===== src/rtl/rom_loader.sv =====
// UART boot loader: receives a framed program image (A5, N, 3*N data bytes,
// XOR checksum), writes 24-bit words to consecutive ROM addresses and holds
// the CPU core in reset while a load is in progress or after a failed load.
module rom_loader #(
  parameter int CLKS_PER_BIT = 234,
  parameter int TIMEOUT_CLKS = 2700000
) (
  input  logic        clk,
  input  logic        rst,
  input  logic        uart_rx,
  output logic        rom_w_enable,
  output logic [7:0]  rom_w_addr,
  output logic [23:0] rom_w_data,
  output logic        cpu_hold,
  output logic        load_done,
  output logic        load_error
);

  localparam int BT_W = $clog2(CLKS_PER_BIT + 1);
  localparam int TO_W = $clog2(TIMEOUT_CLKS + 1);
  localparam logic [BT_W-1:0] BIT_LOAD  = BT_W'(CLKS_PER_BIT - 1);
  localparam logic [BT_W-1:0] HALF_LOAD = BT_W'(CLKS_PER_BIT / 2 - 1);
  localparam logic [TO_W-1:0] TO_LOAD   = TO_W'(TIMEOUT_CLKS - 1);

  // state      | meaning
  // RX_IDLE    | line idle, waiting for a falling edge
  // RX_START   | half-bit wait, confirm start bit still low
  // RX_DATA    | sampling 8 data bits, LSB first
  // RX_STOP    | sampling stop bit
  typedef enum logic [1:0] {RX_IDLE, RX_START, RX_DATA, RX_STOP} rx_state_t;

  // state      | meaning
  // L_IDLE     | waiting for 0xA5 sync byte
  // L_COUNT    | next byte is the word count N (0 means 256)
  // L_DATA     | assembling and writing words
  // L_CHECK    | next byte is the XOR checksum
  typedef enum logic [1:0] {L_IDLE, L_COUNT, L_DATA, L_CHECK} ld_state_t;

  rx_state_t rx_state, rx_next;
  ld_state_t ld_state, ld_next;

  logic            rx_meta, rx_s, rx_prev;
  logic [BT_W-1:0] bit_tmr;
  logic [2:0]      bit_cnt;
  logic [7:0]      rx_byte;
  logic            byte_valid, frame_err;

  logic [TO_W-1:0] tmo_cnt;
  logic [8:0]      n_words, words_done;
  logic [7:0]      word_idx, csum;
  logic [15:0]     word;
  logic [1:0]      byte_idx;
  logic            start, word_wr, good, bad, abort;

  // Two-flop synchroniser plus delayed copy for falling-edge detect; idle high.
  always_ff @(posedge clk or negedge rst) begin
    if (!rst) begin
      rx_meta <= 1'b1;
      rx_s    <= 1'b1;
      rx_prev <= 1'b1;
    end else begin
      rx_meta <= uart_rx;
      rx_s    <= rx_meta;
      rx_prev <= rx_s;
    end
  end

  // Receiver state register.
  always_ff @(posedge clk or negedge rst) begin
    if (!rst) rx_state <= RX_IDLE;
    else      rx_state <= rx_next;
  end

  // Receiver next-state decode.
  always_comb begin
    rx_next = rx_state;
    unique case (rx_state)
      RX_IDLE:  if (rx_prev && !rx_s) rx_next = RX_START;
      RX_START: if (bit_tmr == '0) rx_next = rx_s ? RX_IDLE : RX_DATA;
      RX_DATA:  if (bit_tmr == '0 && bit_cnt == 3'd7) rx_next = RX_STOP;
      RX_STOP:  if (bit_tmr == '0) rx_next = RX_IDLE;
      default:  rx_next = RX_IDLE;
    endcase
  end

  // Bit timer (down-counter), shift register and byte/error pulses.
  always_ff @(posedge clk or negedge rst) begin
    if (!rst) begin
      bit_tmr    <= '0;
      bit_cnt    <= '0;
      rx_byte    <= '0;
      byte_valid <= 1'b0;
      frame_err  <= 1'b0;
    end else begin
      byte_valid <= 1'b0;
      frame_err  <= 1'b0;
      unique case (rx_state)
        RX_IDLE: if (rx_prev && !rx_s) bit_tmr <= HALF_LOAD;
        RX_START: begin
          if (bit_tmr == '0) begin
            bit_tmr <= BIT_LOAD;
            bit_cnt <= '0;
          end else bit_tmr <= bit_tmr - 1'b1;
        end
        RX_DATA: begin
          if (bit_tmr == '0) begin
            rx_byte <= {rx_s, rx_byte[7:1]};
            bit_cnt <= bit_cnt + 1'b1;
            bit_tmr <= BIT_LOAD;
          end else bit_tmr <= bit_tmr - 1'b1;
        end
        RX_STOP: begin
          if (bit_tmr == '0) begin
            if (rx_s) byte_valid <= 1'b1;
            else      frame_err  <= 1'b1;
          end else bit_tmr <= bit_tmr - 1'b1;
        end
        default: bit_tmr <= '0;
      endcase
    end
  end

  // Loader state register.
  always_ff @(posedge clk or negedge rst) begin
    if (!rst) ld_state <= L_IDLE;
    else      ld_state <= ld_next;
  end

  // Loader next-state and control strobes; abort overrides everything.
  always_comb begin
    ld_next = ld_state;
    start   = 1'b0;
    word_wr = 1'b0;
    good    = 1'b0;
    bad     = 1'b0;
    abort   = 1'b0;
    unique case (ld_state)
      L_IDLE: if (byte_valid && rx_byte == 8'hA5) begin
        start   = 1'b1;
        ld_next = L_COUNT;
      end
      L_COUNT: if (byte_valid) ld_next = L_DATA;
      L_DATA: if (byte_valid && byte_idx == 2'd2) begin
        word_wr = 1'b1;
        if (words_done + 9'd1 == n_words) ld_next = L_CHECK;
      end
      L_CHECK: if (byte_valid) begin
        good    = (rx_byte == csum);
        bad     = (rx_byte != csum);
        ld_next = L_IDLE;
      end
      default: ld_next = L_IDLE;
    endcase
    if (ld_state != L_IDLE && (frame_err || (tmo_cnt == '0 && !byte_valid))) begin
      abort   = 1'b1;
      ld_next = L_IDLE;
    end
  end

  // Loader datapath: timeout, word assembly, checksum, ROM write, status flags.
  always_ff @(posedge clk or negedge rst) begin
    if (!rst) begin
      tmo_cnt      <= '0;
      n_words      <= '0;
      words_done   <= '0;
      word_idx     <= '0;
      csum         <= '0;
      word         <= '0;
      byte_idx     <= '0;
      rom_w_enable <= 1'b0;
      rom_w_addr   <= '0;
      rom_w_data   <= '0;
      cpu_hold     <= 1'b0;
      load_done    <= 1'b0;
      load_error   <= 1'b0;
    end else begin
      rom_w_enable <= 1'b0;
      if (ld_state == L_IDLE || byte_valid) tmo_cnt <= TO_LOAD;
      else if (tmo_cnt != '0)                tmo_cnt <= tmo_cnt - 1'b1;
      if (start) begin
        load_done  <= 1'b0;
        load_error <= 1'b0;
        cpu_hold   <= 1'b1;
      end
      if (ld_state == L_COUNT && byte_valid) begin
        n_words    <= (rx_byte == 8'h00) ? 9'd256 : {1'b0, rx_byte};
        words_done <= '0;
        word_idx   <= '0;
        csum       <= '0;
        byte_idx   <= '0;
      end
      if (ld_state == L_DATA && byte_valid) begin
        csum     <= csum ^ rx_byte;
        word     <= {word[7:0], rx_byte};
        byte_idx <= (byte_idx == 2'd2) ? 2'd0 : byte_idx + 1'b1;
      end
      if (word_wr) begin
        rom_w_enable <= 1'b1;
        rom_w_addr   <= word_idx;
        rom_w_data   <= {word, rx_byte};
        word_idx     <= word_idx + 1'b1;
        words_done   <= words_done + 1'b1;
      end
      if (good) begin
        load_done <= 1'b1;
        cpu_hold  <= 1'b0;
      end
      if (bad || abort) load_error <= 1'b1;
    end
  end

endmodule


===== config.mk =====
export PLATFORM = sky130hd
export DESIGN_NAME = rom_loader
export DESIGN_NICKNAME = d
export VERILOG_FILES = /design/src/rtl/rom_loader.sv
export SDC_FILE = /design/constraint.sdc
export NUM_CORES = 1
export LEC_CHECK = 0
export ABC_AREA = 1
export CORE_UTILIZATION = 59
export DETAILED_ROUTE_END_ITERATION = 16
export PLACE_DENSITY = 0.82
export SLEW_MARGIN = 20
export SYNTH_ARGS = -nofsm -noshare
export SYNTH_HDL_FRONTEND = slang
export SYNTH_SLANG_ARGS = --single-unit

===== constraint.sdc =====
create_clock -name clk -period 2.2 [get_ports clk]
set_input_delay 0.22 -clock clk [delete_from_list [all_inputs] [get_ports clk]]
set_output_delay 0.22 -clock clk [all_outputs]
set_load 0.1 [all_outputs]

# Yosys cells after proc, flatten, opt, wreduce, memory -nomap -nowiden
# Index checks and enable logic that the tools add are counted.
# classes
eq_ne	23
n_addsub	6
n_mux	52
bitwise_logic	1
n_reduce_logical	32
# ops
op	n
$mux W8	6
$mux W22	2
$mux W2	14
$mux W9	3
$pmux W8 S3	1
$logic_not A22 Y1	1
$reduce_bool A22 Y1	1
$sub A22 B1 Y22 const B	1
$mux W1	21
$logic_not A8 Y1	2
$pmux W2 S4	2
$ne A3 B3 Y1 const B	5
$reduce_bool A2 Y1	7
$ne A2 B2 Y1 const B	6
$eq A2 B2 Y1 const B	5
$add A9 B1 Y9 const B	1
$eq A9 B9 Y1	1
$add A8 B1 Y8 const B	1
$eq A8 B8 Y1	1
$eq A8 B8 Y1 const B	1
$logic_and A1 B1 Y1	8
$ne A8 B8 Y1	1
$sub A8 B1 Y8 const B	1
$xor A8 B8 Y8	1
14 further kinds	21
# totals
elab_cells	137
output_inout_bits	36
ff_bits	138

# Logic depth before layout (Yosys ltp)
# logic_depth
depth_word	7
depth_mapped	14
ltp_nobuf	14

# Least setup slack after synthesis
# Ideal clock, no wire load.
# synth_timing
kind	register to register
startpoint	reg bit_tmr[0]
endpoint	reg rx_byte[3]
arrival_ns	1.503
required_time_ns	2.074
setup_time_ns	0.126
path_slack_ns	0.570
period_less_slack_ns	1.630
stages_incl_launch_ff	11
n_path_buf	1
cell_sequence	dfrtp_1 > inv_1 > ha_1 > nand3_2 > nor3_2 > nand3_1 > inv_1 > nand2_2 > clkbuf_2 > nand2_1 > o21ai_0
# synth_via
elab_chain_len	2
# synth_lines
element	line	rtl
start, declared	43	logic [BT_W-1:0] bit_tmr;
start signal, assigned	103	end else bit_tmr <= bit_tmr - 1'b1;
start signal, assigned	110	end else bit_tmr <= bit_tmr - 1'b1;
start signal, assigned	116	end else bit_tmr <= bit_tmr - 1'b1;
$logic_not A8 Y1	106	if (bit_tmr == '0) begin
$reduce_and A2 Y1 (no source line)	n/a	
end signal, assigned	107	rx_byte <= {rx_s, rx_byte[7:1]};
end, declared	45	logic [7:0] rx_byte;
# Every way passes these cells.
# A chain may end at the register's enable or synchronous reset.

# Final worst setup path
# layout_timing
startpoint	reg ld_state[0]
endpoint	reg ld_state[0]
# layout_via
elab_chain_len	4
elab_cells_between_ends	14
# layout_lines
element	line	rtl
start, declared	40	ld_state_t ld_state, ld_next;
start signal, assigned	126	else ld_state <= ld_next;
$reduce_bool A2 Y1	154	if (ld_state != L_IDLE && (frame_err || (tmo_cnt == '0 && !byte_valid))) begin
$logic_and A1 B1 Y1	154	
$ne A3 B3 Y1 (no source line)	n/a	
$reduce_and A5 Y1 (no source line)	n/a	
# Parallel ways exist; a longest one is shown, timed or not.

==> results.md <==
* Status: finished, final reports clean
* # port buffers at 38
* Antenna viol nets, final at 0
* Final period utilization at 0.891
* Synth Area in Adders at 0.0308
* Worst min path class: in2reg
* Max-Cap Viols at 0
* Synth unique cells at 43
* RSZ-0062 raised after global routing: false
* Placeable core area at 10500 sq um
* Clk_lat worst skew at 0.54 ns
* Largest area contributor in the netlist: dfrtp_1
* Synthesis Warnings at 0
* GR Util All Layers at 0.263
* Multi-input gate area at 2610 sq um
* CTS root buf: clkbuf_8
* Crit-path slowest cell: dfrtp_1
* CP max stage delay at 0.40 ns
* WS Path Type: reg2reg
* Synth top area share at 0.520
* HPWL after DPL at 8.98 mm
* Syn Nets at 784
* CTS tree: built
* Drt wl/cell at 14.1 um
* Initial antenna violation count at 0
* Sink Count at 138
* Initial core utilization at 0.618
* Final Hold Viols at 0
* Routability cong. at 0.946
* Via count at 5198
* Longest Clk Path Bufs at 2
* First-pass GRT wire length at 23.4 mm
* Synth Area in Compound Gates at 0.108
* Sequential share of the synthesized area at 0.532
* Area of the mapped netlist at 6490 sq um
* Full die area at 11400 sq um
* Syn avg cell area at 8.49 sq um
* Rel. slew slack at 0.506
* Post-CTS Setup Repair Bufs at 0
* CTS H-tree depth at 4
* Cell chain of the critical path: inv_1 > ha_1 > nor2_1 > nand4_1 > nand2_2 > o21ai_0 > inv_1 > nand2_1 > nand2_1 > nand2_1
* Wl on met1 at 6.04 mm
* Maximum vdd ir drop at 0.000669 V
* Residual DRC at 0
* Chip Height at 107 um
* P per Cell Area at 851 nW/um^2
* Via/cell ratio at 5.43
* Register Area at 3460 sq um
* GRT overflow at 0
* Setup_tns at 0 ns
* Crit path time final at 1.96 ns
* Total Wirelength at 13.5 mm
* CP Data Required Time at 2.62 ns
* Initial DRC Count at 385
* Peak Freq at 510 MHz
* Largest fanout on the critical path at 7
* Ports at 39
* Most common cell after layout, fill and taps aside: nand2_1
* Clock transition at path regs at 0.06 ns
* Synth Instances at 765
* WL met3 at 608 um
* Largest net degree at the start of global routing at 139
* Vias in the first global route at 5150
* Post-synthesis mux area share at 0.00154
* Antenna cells at 0
* CP top delay family: simple AND/OR/NAND/NOR gates
* Most frequent cells in the layout: nand2_1, dfrtp_1, o21ai_0
* Crit start category: flop
* Asr flop ratio synth at 1.00
* Slew Limit Fails at 0
* Top sig layer: met4
* Post-Synth Simple-Gate Area at 0.229
* Worst slew pin tran at 0.741 ns
* Post-synth top flop: dfrtp_1
* TritonRoute pass-1 iters at 5
* Met2 WL at 6.68 mm
* Critical Path AT at 2.38 ns
* CTS buffer count at 17
* Buf/Inv on CP at 2
* Critical Path End Type: flop
* Floorplan row count at 37
* Final Setup Violations at 0
* Area delta synth->final at 16.6%
* Post-Synth XOR/XNOR Area at 0.0331
* Utilization after layout at 0.720
* Worst path most repeated cell: nand2_1
* Largest cells by area after synthesis: dfrtp_1, nand2_1, o21ai_0, inv_1, nand3_1
* Leakage at 0.00358 uW
* #FFs+latches synth at 138
* Number of fillers in the final layout at 768
* Die Width at 107 um
* Nets@finish at 828
* Largest family of logic cells by synthesized area: simple AND/OR/NAND/NOR gates
* Skew final at 0.00812 ns
* Share of layout cells above drive strength 1 at 0.117
* Post-synth EDFFs at 0
==> state kept, by name, summed over array words and instances, names as in the netlist, named ones only <==
register,flops
bit_cnt,3
bit_tmr,8
byte_idx,2
byte_valid,1
cpu_hold,1
csum,8
frame_err,1
ld_state,2
load_done,1
load_error,1
n_words,9
rom_w_addr,8
rom_w_data,24
rom_w_enable,1
rx_byte,8
rx_meta,1
rx_prev,1
rx_s,1
rx_state,1
tmo_cnt,22
word,16
word_idx,8
words_done,9
==> synthesized netlist by cell type, drive strengths merged, types with 3 or more instances <==
| master | count |
|---|---|
| nand2 | 199 |
| dfrtp | 135 |
| o21ai | 97 |
| inv | 89 |
| nor2 | 59 |
| nand3 | 43 |
| nor3 | 21 |
| a21oi | 18 |
| ha | 16 |
| clkbuf | 14 |
| nand4 | 13 |
| xnor2 | 12 |
| xor2 | 10 |
| buf | 6 |
| o22ai | 5 |
| o31ai | 5 |
| or2 | 5 |
| dfstp | 3 |
| nand3b | 3 |
| nor4 | 3 |
==> report_power, final <==
group          total [uW]  switching (uW)  internal [uW]
clock                3020            1100           1920
sequential           2720            87.3           2630
combinational         699             450            249
total                6440            1640           4800
==> logic make-up after synthesis <==
family / after synthesis
adder cells (fa/ha/maj): 16
AND/OR/NAND/NOR: 347
XOR/XNOR: 23
flip-flops: 138
multiplexers: 1
buffers and inverters: 110
AO/OA/AOI/OAI: 130
==> worst paths after layout <==
check / slack [ns] / startpoint / to / cells after the start
worst max-delay path: 0.24 / ld_state[0] / ld_state[0] / 10
worst min-delay path: 0.09 / uart_rx / rx_meta / 1
worst max register to register: 0.24 / ld_state[0] / ld_state[0] / 10
worst min register to register: 0.36 / rx_meta / rx_s / 0
max in group asynchronous: 1.31 / rst / rom_w_data[23] / 3
min in group asynchronous: 0.30 / rst / rom_w_data[14] / 3
==> routing by layer <==
layer  GRT usage  up-vias
li1            -     2557
met1       0.338     2479
met2       0.430      140
met4      0.0910        0
met5           0        -
met3      0.0736       22
==> stage by stage <==
stage	total power [uW]	instance area, sq um	worst slack [ns]	hold slack [ns]	instances
2_1_floorplan	3300	6490	0.570	-0.0756	765
3_3_place_gp	3410	6930	0.373	0.346	925
3_5_place_dp	3460	6930	0.266	0.349	925
4_1_cts	6470	7570	0.255	0.0652	958
5_1_grt	6700	7570	0.0789	0.0750	958
6_report	6440	7570	0.240	0.0887	958
==> layout make-up <==
type | instances | share of cell area
sequential | 138 | 0.457
multi-input combinational | 517 | 0.345
clock buffer | 20 | 0.0588
timing repair buffer | 45 | 0.0474
inverter | 90 | 0.0446
clock inverter | 12 | 0.0246
tap | 136 | 0.0225
==> what timing repair did <==
action,4_1_cts,5_1_grt
endpoints found under the hold margin,135,0
resized for setup,0,0
hold buffers,1,0
Power figures use the tool's default switching activity.
